`config.mk`:
```
export PLATFORM = sky130hd
export DESIGN_NAME = calculator_input_ctrl
export DESIGN_NICKNAME = d
export VERILOG_FILES = /design/src/rtl/calculator_input_ctrl.sv
export SDC_FILE = /design/constraint.sdc
export NUM_CORES = 1
export LEC_CHECK = 0
export CAP_MARGIN = 20
export CORE_MARGIN = 2
export CORE_UTILIZATION = 30
export CTS_CLUSTER_DIAMETER = 50
export DETAILED_ROUTE_END_ITERATION = 7
export PLACE_DENSITY = 0.52
export SYNTH_ARGS = -nofsm -noshare
export SYNTH_HDL_FRONTEND = slang
export SYNTH_SLANG_ARGS = --single-unit
```
`constraint.sdc`:
```
create_clock -name clk -period 2.3 [get_ports clk]
set_clock_uncertainty 0.05 [all_clocks]
set_input_delay 0.46 -clock clk [delete_from_list [all_inputs] [get_ports clk]]
set_output_delay 0.46 -clock clk [all_outputs]
set_load 0.1 [all_outputs]
```
`src/rtl/calculator_input_ctrl.sv`:
```
// Keypad and sequencing controller for the 6x4 on-screen calculator.
// Turns button pulses into cursor moves and key presses, builds operands and
// hands op1/op2/op to the ALU over a valid/ready handshake.
// Build option: define CALC_DEC_MODE_EN to enable decimal entry (mode=0);
// without it the mode port is ignored and entry is hex only.
module calculator_input_ctrl #(
  parameter int unsigned MAX_DIGITS = 4,
  parameter int unsigned GRID_W     = 6,
  parameter int unsigned GRID_H     = 4
) (
  input  logic        clk,
  input  logic        rst_n,
  input  logic        btn_up,
  input  logic        btn_down,
  input  logic        btn_left,
  input  logic        btn_right,
  input  logic        btn_center,
  input  logic        mode,
  input  logic        alu_ready,
  input  logic [15:0] alu_result,
  output logic [2:0]  pos_x,
  output logic [1:0]  pos_y,
  output logic [15:0] op1,
  output logic [15:0] op2,
  output logic [2:0]  op,
  output logic [15:0] input_screen,
  output logic        alu_valid,
  output logic        busy
);

  localparam logic [2:0] XMax   = 3'(GRID_W - 1);
  localparam logic [1:0] YMax   = 2'(GRID_H - 1);
  localparam logic [2:0] MaxCnt = 3'(MAX_DIGITS);

  typedef enum logic [1:0] {StEnterOp1, StEnterOp2, StWaitAlu, StShowResult} state_e;

  state_e      state;
  logic [15:0] entry;
  logic [2:0]  count;

  logic        is_digit, is_op, is_ce, is_clr, is_exe;
  logic [3:0]  key_digit;
  logic [2:0]  key_op;
  logic        digit_ok, lead_zero;
  logic [15:0] digit_entry;

  // Decode the key under the cursor from the fixed 6x4 key map
  always_comb begin
    is_digit  = 1'b0;
    is_op     = 1'b0;
    is_ce     = 1'b0;
    is_clr    = 1'b0;
    is_exe    = 1'b0;
    key_digit = 4'd0;
    key_op    = 3'd0;
    if (pos_x <= 3'd5) begin
      unique case (pos_y)
        2'd0: begin
          is_digit  = 1'b1;
          key_digit = 4'(pos_x);
        end
        2'd1: begin
          is_digit  = 1'b1;
          key_digit = 4'd6 + 4'(pos_x);
        end
        2'd2: begin
          if (pos_x < 3'd4) begin
            is_digit  = 1'b1;
            key_digit = 4'd12 + 4'(pos_x);
          end else begin
            is_op  = 1'b1;
            key_op = (pos_x == 3'd4) ? 3'd0 : 3'd1;
          end
        end
        2'd3: begin
          case (pos_x)
            3'd0:    begin is_op = 1'b1; key_op = 3'd2; end
            3'd1:    begin is_op = 1'b1; key_op = 3'd3; end
            3'd2:    begin is_op = 1'b1; key_op = 3'd4; end
            3'd3:    is_ce  = 1'b1;
            3'd4:    is_clr = 1'b1;
            default: is_exe = 1'b1;
          endcase
        end
        default: ;
      endcase
    end
  end

  // Digit acceptance and the entry value a digit press would produce
`ifdef CALC_DEC_MODE_EN
  always_comb begin
    digit_ok    = is_digit && (mode || key_digit <= 4'd9);
    digit_entry = mode ? {entry[11:0], key_digit}
                       : (entry << 3) + (entry << 1) + 16'(key_digit);
  end
`else
  logic unused_mode;
  assign unused_mode = mode;
  always_comb begin
    digit_ok    = is_digit;
    digit_entry = {entry[11:0], key_digit};
  end
`endif

  // A zero typed into an empty entry does not consume a digit slot
  assign lead_zero = (entry == 16'd0) && (key_digit == 4'd0);

  // Sequencing FSM, cursor and all registered outputs
  always_ff @(posedge clk) begin
    if (!rst_n) begin
      state        <= StEnterOp1;
      entry        <= '0;
      count        <= '0;
      pos_x        <= '0;
      pos_y        <= '0;
      op1          <= '0;
      op2          <= '0;
      op           <= '0;
      input_screen <= '0;
      alu_valid    <= 1'b0;
      busy         <= 1'b0;
    end else begin
      if (btn_center) begin
        if (is_clr && state != StWaitAlu) begin
          state        <= StEnterOp1;
          entry        <= '0;
          count        <= '0;
          op1          <= '0;
          op2          <= '0;
          op           <= '0;
          input_screen <= '0;
          alu_valid    <= 1'b0;
          busy         <= 1'b0;
        end else begin
          case (state)
            StEnterOp1, StEnterOp2: begin
              if (digit_ok) begin
                if (count < MaxCnt) begin
                  entry        <= digit_entry;
                  input_screen <= digit_entry;
                  if (!lead_zero) count <= count + 3'd1;
                end
              end else if (is_op) begin
                op <= key_op;
                if (state == StEnterOp1) begin
                  op1          <= entry;
                  entry        <= '0;
                  count        <= '0;
                  input_screen <= '0;
                  state        <= StEnterOp2;
                end
              end else if (is_ce) begin
                entry        <= '0;
                count        <= '0;
                input_screen <= '0;
              end else if (is_exe && state == StEnterOp2) begin
                op2       <= entry;
                alu_valid <= 1'b1;
                busy      <= 1'b1;
                state     <= StWaitAlu;
              end
            end
            StShowResult: begin
              if (digit_ok) begin
                entry        <= 16'(key_digit);
                count        <= 3'd1;
                input_screen <= 16'(key_digit);
                state        <= StEnterOp1;
              end else if (is_op) begin
                op1          <= input_screen;
                op           <= key_op;
                entry        <= '0;
                count        <= '0;
                input_screen <= '0;
                state        <= StEnterOp2;
              end
            end
            default: ;
          endcase
        end
      end else if (btn_up) begin
        pos_y <= (pos_y == 2'd0) ? YMax : pos_y - 2'd1;
      end else if (btn_down) begin
        pos_y <= (pos_y == YMax) ? 2'd0 : pos_y + 2'd1;
      end else if (btn_left) begin
        pos_x <= (pos_x == 3'd0) ? XMax : pos_x - 3'd1;
      end else if (btn_right) begin
        pos_x <= (pos_x == XMax) ? 3'd0 : pos_x + 3'd1;
      end

      // ALU handshake; buttons never touch these registers in StWaitAlu
      if (state == StWaitAlu && alu_valid && alu_ready) begin
        input_screen <= alu_result;
        alu_valid    <= 1'b0;
        busy         <= 1'b0;
        state        <= StShowResult;
      end
    end
  end

endmodule

```
==> results of run 1 <==
logic make-up after synthesis:
| family | synth area share, % |
|---|---|
| multiplexers | 5.86 |
| buffers and inverters | 6.18 |
| adder cells (fa/ha/maj) | 3.78 |
| AO/OA/AOI/OAI | 24.6 |
| XOR/XNOR | 0.441 |
| AND/OR/NAND/NOR | 19.9 |
| flip-flops | 39.3 |
metrics by stage:
stage               cells  hold WS, ns  setup TNS (ns)  setup WS (ns)
detailed placement    702        0.414          -0.432        -0.0375
global route          723        0.431         -0.0345        -0.0216
floorplan             445        0.392          -0.206        -0.0244
CTS                   718        0.417               0         0.0239
finish                723        0.420               0         0.0997
global placement      702        0.402        -0.00381       -0.00381
worst max-delay path by stage:
stage	slack, ns	endpoint	from	depth (start not counted)
CTS	0.02	count[0]	pos_y[0]	8
global placement	-0.004	busy	btn_center	5
detailed placement	-0.04	busy	pos_y[1]	9
finish	0.1	count[2]	pos_x[2]	8
floorplan	-0.02	input_screen[11]	pos_y[1]	10
global route	-0.02	op[2]	pos_x[2]	10
area by class of cell:
class                      count  area [um^2]
fill                        1338         7510
inverter                       9         41.3
sequential                    78         1580
multi-input combinational    317         2330
clock buffer                   9          225
timing repair buffer         127         1070
clock inverter                 7          103
tap                          176          220
worst min-delay path, stage by stage (launching register included):
cell and delay, ns:
sky130_fd_sc_hd__dfxtp_1 0.31, sky130_fd_sc_hd__nand2_1 0.05, sky130_fd_sc_hd__mux2i_1 0.06
power by group through the flow:
stage / registers [mW] / logic (mW) / clock network [mW]
2_1_floorplan: 1.75 / 0.392 / 0
3_3_place_gp: 1.50 / 0.880 / 0
3_5_place_dp: 1.50 / 0.891 / 0
4_1_cts: 1.47 / 0.896 / 1.65
5_1_grt: 1.48 / 1.02 / 1.70
6_report: 1.47 / 0.959 / 1.61
placed cells by master, fill, tap and decap left out, drive strengths merged, types with 3 or more instances in the layout:
cell type,instances
inv,13
a21oi,28
nand2b,5
a211oi,13
dfxtp,78
nor4,4
nand3,55
clkdlybuf4s50,22
a311oi,3
o21ai,22
nand4,7
mux2i,21
o31ai,18
buf,105
a31oi,17
o22ai,3
nor3,4
nand2,25
ha,12
and2,16
nor2,13
clkbuf,9
a22o,17
nor2b,4
routing by layer:
layer	GRT usage, %	part of all wire [%]
met4	7.22	1.6
met5	0	0
met1	22.3	43
met3	4.41	5.3
met2	30.3	50
registers in the layout, indices dropped and copies added (netlist names):
name,cells
busy,1
count,3
entry,16
input_screen,16
op,3
op1,16
op2,16
pos_x,3
pos_y,2
state,2
what timing repair did:
item	4_1_cts	5_1_grt
resized for setup	2	19
hold endpoints to repair	0	0
endpoints found under the setup margin	19	50
setup buffers	0	5
pin swaps	0	7
==> results.md, run 1 <==
- Across the VDD grid, the largest voltage drop is 0.417 mV.
- The total grt overflow is 0.
- The CTS tree is yes.
- In this run the mean area of a mapped cell was between 8 and 9 um^2.
- The endpoint identified for the worst register-to-register timing path is count[2].
- The clock network accounts for roughly 40% of the total power.
- In this run the power spent charging and discharging nets is approximately 1.3 mW.
- The placer congestion estimate is between 0.8 and 0.9.
- The startpoint of the worst hold path is count[1].
- The commonest register cell after synthesis is sky130_fd_sc_hd__dfxtp_1.
- Along the worst hold path, the cell count comes to 2.
- Counting the buffers created by CTS gives 9.
- The clock passes through at most 2 buffers.
- The core region is 0.0131 mm^2.
- The synthesized flop and latch total is 78.
- The routed via count divided by cell count is about 5.3.
- The internal power is around 2.7 mW.
- The tightest slew margin relative to the limit is between 60 and 70%.
- After synthesis, the netlist uses approximately 60 different library cells.
- In this run, the number of DRC markers left after iteration 0 of detailed routing was about 250.
- The worst path uses 95.7% of the clock period.
- Grouping stages by cell kind, the critical path spends the most delay in simple AND/OR/NAND/NOR gates.
- The depth of the worst register-to-register path is 8.
- The startpoint of the worst register-to-register path is pos_x[2].
- The relative area change from synthesis to final layout is 40.5%.
- Sequential cells account for between 30 and 40% of the total power.
- The dominant cell by count in the synthesized netlist is sky130_fd_sc_hd__dfxtp_1.
- The hold-fix buffer count after cts is 0.
- Entering global routing, the biggest net connects 33 pins.
- For hold timing, the worst endpoint is count[1].
- The number of port buffers is 81.
- The number of optimization iterations in the first detailed-route pass is 4.
- The wire-length estimate of the detail-placed layout is between 8000 and 9000 um.
- Once layout is done, the placed cells without fillers occupy 0.00558 mm^2.
- Detailed routing inserted a total of about 3,800 vias.
- The total of max-cap violations is 0.
- The layout net count is 579.
- The number of nets in the synthesized netlist is between 400 and 500.
- Dividing the detail-routed wire length by the instance count gives 17.5 um.
- The tree is rooted in a sky130_fd_sc_hd__clkbuf_16.
- The commonest cells after synthesis are sky130_fd_sc_hd__dfxtp_1 (78), sky130_fd_sc_hd__nand3_1 (55), sky130_fd_sc_hd__a21oi_1 (26).
- The power consumption is about 4 mW.
- At the worst endpoint, the arrival time is 2.43 ns.
- After layout, the minimum clock period comes to 2.20 ns.
- The insertion delay to the later sink of the worst-skew pair is ~0.35 ns.
- The final layout contains routed wiring with a total length of roughly 13,000 um.
- The critical path's largest stage delay is 0.58 ns.
- The fraction of final layout cells with drive strength greater than 1 is between 30% and 40%.
- The utilization after layout is between 40% and 50%.
- The synthesized instance count is 445.
- The H-tree was split into 3 levels.
- Combinational logic is responsible for between 20% and 30% of the overall power.
- For this run, asynchronously set or reset flops after synthesis account for 0%.
- The clock slew at the register clock pins of the worst setup and hold paths is roughly 0.07 ns.
- The type of the worst min-delay path is flip-flop to flip-flop.
- Measured along the y axis, the die boundary spans about 120 um.
- The starting density of the core is 30.3%.
- Yosys attributes the largest share of cell area to sky130_fd_sc_hd__dfxtp_1 (39%), sky130_fd_sc_hd__nand3_1 (6.9%), sky130_fd_sc_hd__mux2i_1 (5.3%), sky130_fd_sc_hd__ha_1 (3.8%), sky130_fd_sc_hd__a22o_1 (3.8%).
- The share of the synthesized area in the top cell type is 39.3%.
- Timing would allow up to approximately 450 MHz.
- The number of global-route vias before repair is ~3,800.
- The critical path goes through buf_12 > ha_4 > and3b_2 > nand2_4 > nand3_1 > or4_4 > nor3b_2 > o22ai_1.
- The type of element launching the critical path is a flip-flop.
- For this run, design rule violations remaining after detail routing come to 0.
- Among all stages on the critical path, the largest delay is contributed by sky130_fd_sc_hd__or4_4.
- The final hold violation count was 0.
- The number of primary I/O pins is 83.
- The wire length of the first global-routing pass is about 20,000 um.
- The number of antenna violations at the first check in global routing came to 0.
- The count of antenna-violating nets left after detailed routing is 0.
- The number of warnings reported in the yosys synthesis log is 0.
- The portion of the post-synthesis area used by sequential elements is about two fifths.
- Together, buffers and inverters on the worst path number 1.
- The synthesized design contains 0 enable-type register cells.
- The number of slew-limit violations in the final report is 0.
- The worst setup path is captured at a flip-flop.
- The data required time of the critical path is between 2 and 3 ns.
- The switching part of the total power is about 33%.
- The critical path class is flip-flop to flip-flop.
- The flow ran to the end, and the final reports show no timing, DRC or antenna violations.
- The most area-hungry cell type in the Yosys netlist is sky130_fd_sc_hd__dfxtp_1.
- The full die area is between 0.01 and 0.015 mm^2.
- The overall track demand over capacity in global routing is a little under a fifth.
- In this run the register-to-register setup slack is between 0.09 and 0.1 ns.
- The total number of clock tree sinks is ~80.
- The number of placement rows is between 40 and 50.
- After detailed placement, the total cell area comes to between 0.005 and 0.006 mm^2.
- The ratio of total power to cell area is 724 mW/mm^2.
- The horizontal die dimension is roughly 120 um.
- The area of the mapped netlist is between 0.003 and 0.004 mm^2.
- The repair_antennas step left the layout with diodes totalling 0.
- Setup violations remaining at the end of the flow were counted as 0.
- The actual slew at the worst max-slew pin is 0.466 ns.
- Summed over all cells, the static leakage comes to about 2.2 nW.
- In this run the worst path has a maximum fanout of 9.
(Power assumes the default switching activity.)
==> run 2, diff against run 1 <==
--- a/config.mk
+++ b/config.mk
@@ -7,10 +7,11 @@
 export LEC_CHECK = 0
 export CAP_MARGIN = 20
 export CORE_MARGIN = 2
-export CORE_UTILIZATION = 30
+export CORE_UTILIZATION = 46
 export CTS_CLUSTER_DIAMETER = 50
 export DETAILED_ROUTE_END_ITERATION = 7
-export PLACE_DENSITY = 0.52
+export PLACE_DENSITY = 0.74
+export SETUP_SLACK_MARGIN = 0.4
 export SYNTH_ARGS = -nofsm -noshare
 export SYNTH_HDL_FRONTEND = slang
 export SYNTH_SLANG_ARGS = --single-unit
==> results.md, run 2 (synthesis results as in run 1) <==
- The largest fanout of any net on the critical path is 8 (was 9).
- The layout net count came to 579 (unchanged).
- The number of global-route vias before repair was 3,573 (was 3,814).
- The CTS tree is yes (unchanged).
- The total grt overflow is 0 (unchanged).
- The horizontal die dimension came to 96.9 um (was 119 um).
- The number of primary I/O pins came to 83 (unchanged).
- The total number of clock tree sinks is 78 (unchanged).
- The number of buffers inserted during clock tree synthesis was 9 (unchanged).
- The total of max-cap violations is 0 (unchanged).
- The starting density of the core came to 47.8% (was 30.3%).
- The total length of routed wires is 11,800 um (was 12,600 um).
- The family of cells with the greatest summed delay on the critical path is compound AO/OA/AOI/OAI gates (was simple AND/OR/NAND/NOR gates).
- Setup repair after global routing could not meet its margin everywhere.
- The register-to-register path setup slack is 0.15 ns (was 0.1 ns).
- The wire length of the first global-routing pass is 18,400 um (was 20,400 um).
- Outcome: finished clean (unchanged).
- The number of remaining DRC errors is 0 (unchanged).
- Series of cell instances along the critical path: inv_4 > ha_4 > nand2b_4 > a211o_4 > a31o_4 > a21oi_4 > buf_6 > a21oi_1 > a211oi_2 (was buf_12 > ha_4 > and3b_2 > nand2_4 > nand3_1 > or4_4 > nor3b_2 > o22ai_1).
- The actual slew at the worst max-slew pin is 0.405 ns (was 0.466 ns).
- The ratio of total power to cell area was 624 mW/mm^2 (was 724 mW/mm^2).
- The overall track demand over capacity in global routing is 23.9% (was 18.1%).
- The type of the worst min-delay path is flip-flop to flip-flop (unchanged).
- The die span in y is 96.9 um (was 119 um).
- The number of optimization iterations in the first detailed-route pass is 5 (was 4).
- The sum of net half-perimeters after detailed placement is 7910 um (was 8970 um).
- The category of the worst setup path capture point is a flip-flop (unchanged).
- The setup slack of the critical path after layout is 0.146 ns (was 0.0997 ns).
- The pin count of the biggest net entering global routing is 36 (was 33).
- The number of buffer and inverter stages on the critical path is 2 (was 1).
- The critical path class is flip-flop to flip-flop (unchanged).
- The data arrival time of the critical path is 2.39 ns (was 2.43 ns).
- The maximum root-to-sink buffer count is 2 (unchanged).
- The most common cell after layout, fill and taps aside is sky130_fd_sc_hd__buf_4 (unchanged).
- The critical path's largest stage delay is 0.39 ns (was 0.58 ns).
- The number of placement rows is 33 (was 42).
- The count of antenna-violating nets left after detailed routing came to 0 (unchanged).
- The average wire per standard cell is 18.1 um (was 17.5 um).
- The number of port buffers is 81 (unchanged).
- The root buffer cell is sky130_fd_sc_hd__clkbuf_8 (was sky130_fd_sc_hd__clkbuf_16).
- The area inside the core boundary was 0.00830 mm^2 (was 0.0131 mm^2).
- The clock slew at the register clock pins of the worst setup and hold paths is 0.09 ns (was 0.07 ns).
- The sum of negative setup slack was 0 ns (unchanged).
- The setup-violating endpoint count in the final report was 0 (unchanged).
- The final hold violation count was 0 (unchanged).
- The relative area change from synthesis to final layout is 43.5% (was 40.5%).
- The final critical path time including I/O delays and setup is 2.15 ns (was 2.20 ns).
- The worst-case hold slack is 0.426 ns (was 0.420 ns).
- The utilization after layout was 68.6% (was 42.6%).
- The leakage power summed over all cells is 2.23 nW (about the same).
- The H-tree level count is 3 (unchanged).
- The type of element launching the critical path was a flip-flop (unchanged).
- The insertion delay to the later sink of the worst-skew pair is 0.36 ns (was 0.35 ns).
- The maximum achievable frequency came to 464 MHz (was 454 MHz).
- The number of antenna violations at the first check in global routing came to 0 (unchanged).
- Highest-count cells in the layout ignoring fill and taps: sky130_fd_sc_hd__buf_4 (89), sky130_fd_sc_hd__dfxtp_1 (72), sky130_fd_sc_hd__nand3_1 (31), sky130_fd_sc_hd__nand3_2 (24) (was sky130_fd_sc_hd__buf_4 (96), sky130_fd_sc_hd__dfxtp_1 (72), sky130_fd_sc_hd__nand3_1 (55), sky130_fd_sc_hd__a21oi_1 (25), sky130_fd_sc_hd__nand2_1 (24)).
- The fraction of final layout cells with drive strength greater than 1 is 40.2% (was 31.6%).
- The placer congestion estimate is 0.855 (was 0.854).
- The maximum vdd drop was 0.347 mV (was 0.417 mV).
- The data required time of the critical path came to 2.54 ns (was 2.53 ns).
- The full die area was 0.00939 mm^2 (was 0.0142 mm^2).
- The final clock period utilization by the worst path came to 93.6% (was 95.7%).
- The number of slew-limit violations in the final report is 0 (unchanged).
- The tightest slew margin relative to the limit is 73.0% (was 68.9%).
- The first-iteration detailed-routing DRC count came to 273 (was 251).
- The antenna diode instance count came to 0 (unchanged).
- The power consumption is 3.56 mW (was 4.04 mW).
- The routed via count divided by cell count is 6.01 (was 5.28).
- The slowest stage cell on the critical path is sky130_fd_sc_hd__dfxtp_4 (was sky130_fd_sc_hd__or4_4).
- The hold-fix buffer count after cts is 0 (unchanged).
- The setup slack at placement is 0.0752 ns (was -0.0375 ns).
- The via count came to 3,920 (was 3,814).
-- run 2: cell types whose count changed in the layout (fill, tap and decap cells not counted), moves of 10 or more --
cell,before,now
sky130_fd_sc_hd__a21oi_1,25,13
sky130_fd_sc_hd__clkbuf_8,0,10
sky130_fd_sc_hd__nand3_1,55,31
sky130_fd_sc_hd__nand3_2,0,24
sky130_fd_sc_hd__o21ai_0,15,2
sky130_fd_sc_hd__o21ai_1,7,17
-- run 2: final timing paths --
path,start,endpoint,depth (start not counted)
worst max register to register,pos_y[0],input_screen[12],9
worst min-delay path,op1[11],op1[11],2
worst max-delay path,pos_y[0],input_screen[12],9
worst min register to register,op1[11],op1[11],2
-- run 2: metrics by stage --
stage          area [um^2]  instances
3_3_place_gp          5070        613
2_1_floorplan         4330        445
3_5_place_dp          5070        613
5_1_grt               5700        652
6_report              5700        652
4_1_cts               5460        642
-- run 2: cell type report --
class / instances / area, um^2
clock buffers: 10 / 138
clock inverters: 6 / 52.6
fillers: 654 / 2600
inverters: 9 / 46.3
multi-input cells: 318 / 2640
flip-flops and latches: 78 / 1580
well taps: 105 / 131
repair buffers: 126 / 1100
-- run 2: tightest hold or removal path: stages (launching register included) --
cell and delay, ns:
sky130_fd_sc_hd__dfxtp_1 0.33, sky130_fd_sc_hd__nand3_2 0.05, sky130_fd_sc_hd__o31ai_1 0.05
-- run 2: metal layers --
layer  up-vias  wire length [um]  track usage [%]
met4         0               306             6.61
met2       143              5920             41.1
li1       1858                 -                -
met3        29               693             5.71
met5         -                 0                0
met1      1890              4860             30.0
-- run 2: repair_timing --
action | 4_1_cts | 5_1_grt
setup endpoints to repair | 72 | 74
cloned | 1 | 0
pin swaps | 22 | 25
buffers inserted | 12 | 10
resized for setup | 26 | 29
endpoints found under the hold margin | 0 | 0
-- run 2: report_power, final --
part | switching, mW | leakage [nW] | total, mW | internal [mW]
clock | 0.579 | 0.0918 | 1.02 | 0.441
sequential | 0.0734 | 0.636 | 1.47 | 1.40
combinational | 0.674 | 1.50 | 1.06 | 0.390
total | 1.33 | 2.23 | 3.56 | 2.23
==> run 3, diff against run 2 <==
--- a/config.mk
+++ b/config.mk
@@ -5,10 +5,13 @@
 export SDC_FILE = /design/constraint.sdc
 export NUM_CORES = 1
 export LEC_CHECK = 0
+export ABC_CLOCK_PERIOD_IN_PS = 2300
 export CAP_MARGIN = 20
 export CORE_MARGIN = 2
 export CORE_UTILIZATION = 46
+export CTS_BUF_LIST = sky130_fd_sc_hd__clkbuf_16
 export CTS_CLUSTER_DIAMETER = 50
+export CTS_CLUSTER_SIZE = 16
 export DETAILED_ROUTE_END_ITERATION = 7
 export PLACE_DENSITY = 0.74
 export SETUP_SLACK_MARGIN = 0.4
==> results.md, run 3 (synthesis results as in run 1) <==
- The first-iteration detailed-routing DRC count came to 357 (was 273).
- The antenna diode instance count is 0 (unchanged).
- The total of max-cap violations is 0 (unchanged).
- The met2 track demand over resource in global routing came to 44.7% (was 41.1%).
- The total instance count after detailed placement was 613 (unchanged).
- The overall track demand over capacity in global routing came to 25.4% (was 23.9%).
- The number of antenna violations at the first check in global routing is 0 (unchanged).
- The die span in y is 96.9 um (unchanged).
- The data arrival time of the critical path is 2.34 ns (was 2.39 ns).
- The maximum vdd drop is 0.476 mV (was 0.347 mV).
- The starting density of the core is 47.8% (unchanged).
- The relative contribution of sequential cells to total power is 37.4% (was 41.4%).
- The final hold violation count is 0 (unchanged).
- The type of the worst min-delay path was flip-flop to flip-flop (unchanged).
- The number of optimization iterations in the first detailed-route pass came to 5 (unchanged).
- The utilization after layout came to 73.4% (was 68.6%).
- The actual slew at the worst max-slew pin is 0.392 ns (was 0.405 ns).
- The startpoint of the worst register-to-register path is pos_y[0] (unchanged).
- The met1 capacity usage during global routing is 31.7% (was 30.0%).
- The tightest slew margin relative to the limit is 73.9% (was 73.0%).
- The switching power is 1.39 mW (was 1.33 mW).
- The pin count of the biggest net entering global routing is 36 (unchanged).
- The type of element launching the critical path was a flip-flop (unchanged).
- The count of antenna-violating nets left after detailed routing came to 0 (unchanged).
- The maximum achievable frequency is 460 MHz (was 464 MHz).
- The clock slew at the register clock pins of the worst setup and hold paths is 0.07 ns (was 0.09 ns).
- The fraction of final layout cells with drive strength greater than 1 is 43.7% (was 40.2%).
- The total number of clock tree sinks was 78 (unchanged).
- The setup slack of the critical path after layout is 0.128 ns (was 0.146 ns).
- The data required time of the critical path is 2.47 ns (was 2.54 ns).
- The internal power is 2.55 mW (was 2.23 mW).
- The total length of routed wires is 12,900 um (was 11,800 um).
- The number of remaining DRC errors is 0 (unchanged).
- The part of the power in the clock network is 35.0% (was 28.7%).
- The layout net count is 590 (was 579).
- The number of placement rows is 33 (unchanged).
- Highest-count cells in the layout ignoring fill and taps: sky130_fd_sc_hd__buf_4 (86), sky130_fd_sc_hd__dfxtp_1 (71), sky130_fd_sc_hd__nand3_1 (29), sky130_fd_sc_hd__nand3_2 (26), sky130_fd_sc_hd__clkdlybuf4s50_1 (22) (was sky130_fd_sc_hd__buf_4 (89), sky130_fd_sc_hd__dfxtp_1 (72), sky130_fd_sc_hd__nand3_1 (31), sky130_fd_sc_hd__nand3_2 (24)).
- The worst-case hold slack is 0.422 ns (was 0.426 ns).
- The met3 capacity usage during global routing is 3.61% (was 5.71%).
- The placer congestion estimate is 0.855 (unchanged).
- The critical path class is flip-flop to flip-flop (unchanged).
- The CTS tree is yes (unchanged).
- The number of global-route vias before repair is 3,735 (was 3,573).
- The root buffer cell is sky130_fd_sc_hd__clkbuf_16 (was sky130_fd_sc_hd__clkbuf_8).
- The setup slack at placement is 0.0752 ns (unchanged).
- The insertion delay to the later sink of the worst-skew pair was 0.34 ns (was 0.36 ns).
- The number of standard cells in the final layout excluding fillers is 663 (was 652).
- The maximum root-to-sink buffer count is 2 (unchanged).
- The number of slew-limit violations in the final report is 0 (unchanged).
- The total grt overflow came to 0 (unchanged).
- The final critical path time including I/O delays and setup is 2.17 ns (was 2.15 ns).
- The via count is 4,051 (was 3,920).
- The startpoint of the worst setup timing path is pos_y[0] (unchanged).
- The number of primary I/O pins came to 83 (unchanged).
- The switching part of the total power came to 35.3% (was 37.3%).
- The power consumption is 3.94 mW (was 3.56 mW).
- The instance area after placement is 0.00507 mm^2 (unchanged).
- The ratio of total power to cell area is 647 mW/mm^2 (was 624 mW/mm^2).
- The average wire per standard cell is 19.5 um (was 18.1 um).
- The final clock period utilization by the worst path came to 94.4% (was 93.6%).
- The proportion of power drawn by combinational gates is 27.5% (was 29.9%).
- The H-tree level count was 3 (unchanged).
- The leakage power summed over all cells was 2.39 nW (was 2.23 nW).
- The number of port buffers is 81 (unchanged).
- The most common cell after layout, fill and taps aside is sky130_fd_sc_hd__buf_4 (unchanged).
- The largest fanout of any net on the critical path is 25 (was 8).
- The area inside the core boundary is 0.00830 mm^2 (unchanged).
- The layer with the highest usage after global routing is met2 (unchanged).
- The horizontal die dimension is 96.9 um (unchanged).
- The finished layout cell area is 0.00609 mm^2 (was 0.00570 mm^2).
- The startpoint of the worst hold path is op1[3] (was op1[11]).
- The sum of negative setup slack is 0 ns (unchanged).
- The sum of net half-perimeters after detailed placement is 7910 um (unchanged).
- RSZ-0062 raised after global routing: true (unchanged).
- The category of the worst setup path capture point is a flip-flop (unchanged).
- The wire length of the first global-routing pass came to 19,400 um (was 18,400 um).
- The routed via count divided by cell count was 6.11 (was 6.01).
- The relative area change from synthesis to final layout was 53.5% (was 43.5%).
- The number of buffers inserted during clock tree synthesis is 9 (unchanged).
- The setup-violating endpoint count in the final report is 0 (unchanged).
- The full die area is 0.00939 mm^2 (unchanged).
- Outcome: finished clean (unchanged).
## run 3: changes by cell type in the layout (fill, tap and decap cells not counted), sizes merged
cell	previous run	this run
buf	104	112
clkbuf	10	12
clkinv	0	1
## run 3: power groups by stage
stage | Sequential, mW | Clock [mW] | Combinational (mW)
final | 1.47 | 1.38 | 1.09
after global routing | 1.48 | 1.44 | 1.14
after CTS | 1.47 | 1.37 | 1.03
after detailed placement | 1.51 | 0 | 0.887
after global placement | 1.50 | 0 | 0.870
after floorplan | 1.75 | 0 | 0.425
## run 3: final cells by class
class / count / area (um^2)
multi-input cells: 318 / 2730
fillers: 566 / 2210
flip-flops and latches: 78 / 1580
repair buffers: 137 / 1330
clock buffers: 9 / 225
well taps: 105 / 131
clock inverters: 7 / 56.3
inverters: 9 / 46.3
## run 3: repair_timing
item | in CTS | in global routing
pin swaps | 37 | 17
hold buffers | 0 | 0
buffers inserted | 23 | 5
resized for setup | 47 | 34
endpoints found under the setup margin | 72 | 75
gates cloned | 4 | 2
## run 3: metal layers
metal,vias to the layer above,routed length [um]
met1,1968,5290
met5,-,0
met3,29,797
li1,1896,-
met2,158,6540
met4,0,307
## run 3: critical path, cell delays in order (launching register included)
cell and delay (ns):
sky130_fd_sc_hd__dfxtp_4 0.38, sky130_fd_sc_hd__inv_4 0.08, sky130_fd_sc_hd__ha_4 0.18, sky130_fd_sc_hd__nand2b_4 0.09
sky130_fd_sc_hd__a211o_4 0.37, sky130_fd_sc_hd__buf_6 0.13, sky130_fd_sc_hd__o211ai_1 0.17, sky130_fd_sc_hd__o211ai_4 0.16
sky130_fd_sc_hd__buf_12 0.19, sky130_fd_sc_hd__nor3b_2 0.15, sky130_fd_sc_hd__o22ai_1 0.09
## run 3: final timing paths
path	to	slack [ns]	cells after the start
setup / recovery	count[2]	0.13	10
hold / removal	op1[3]	0.42	2
setup reg to reg	count[2]	0.13	10
hold reg to reg	op1[3]	0.42	2
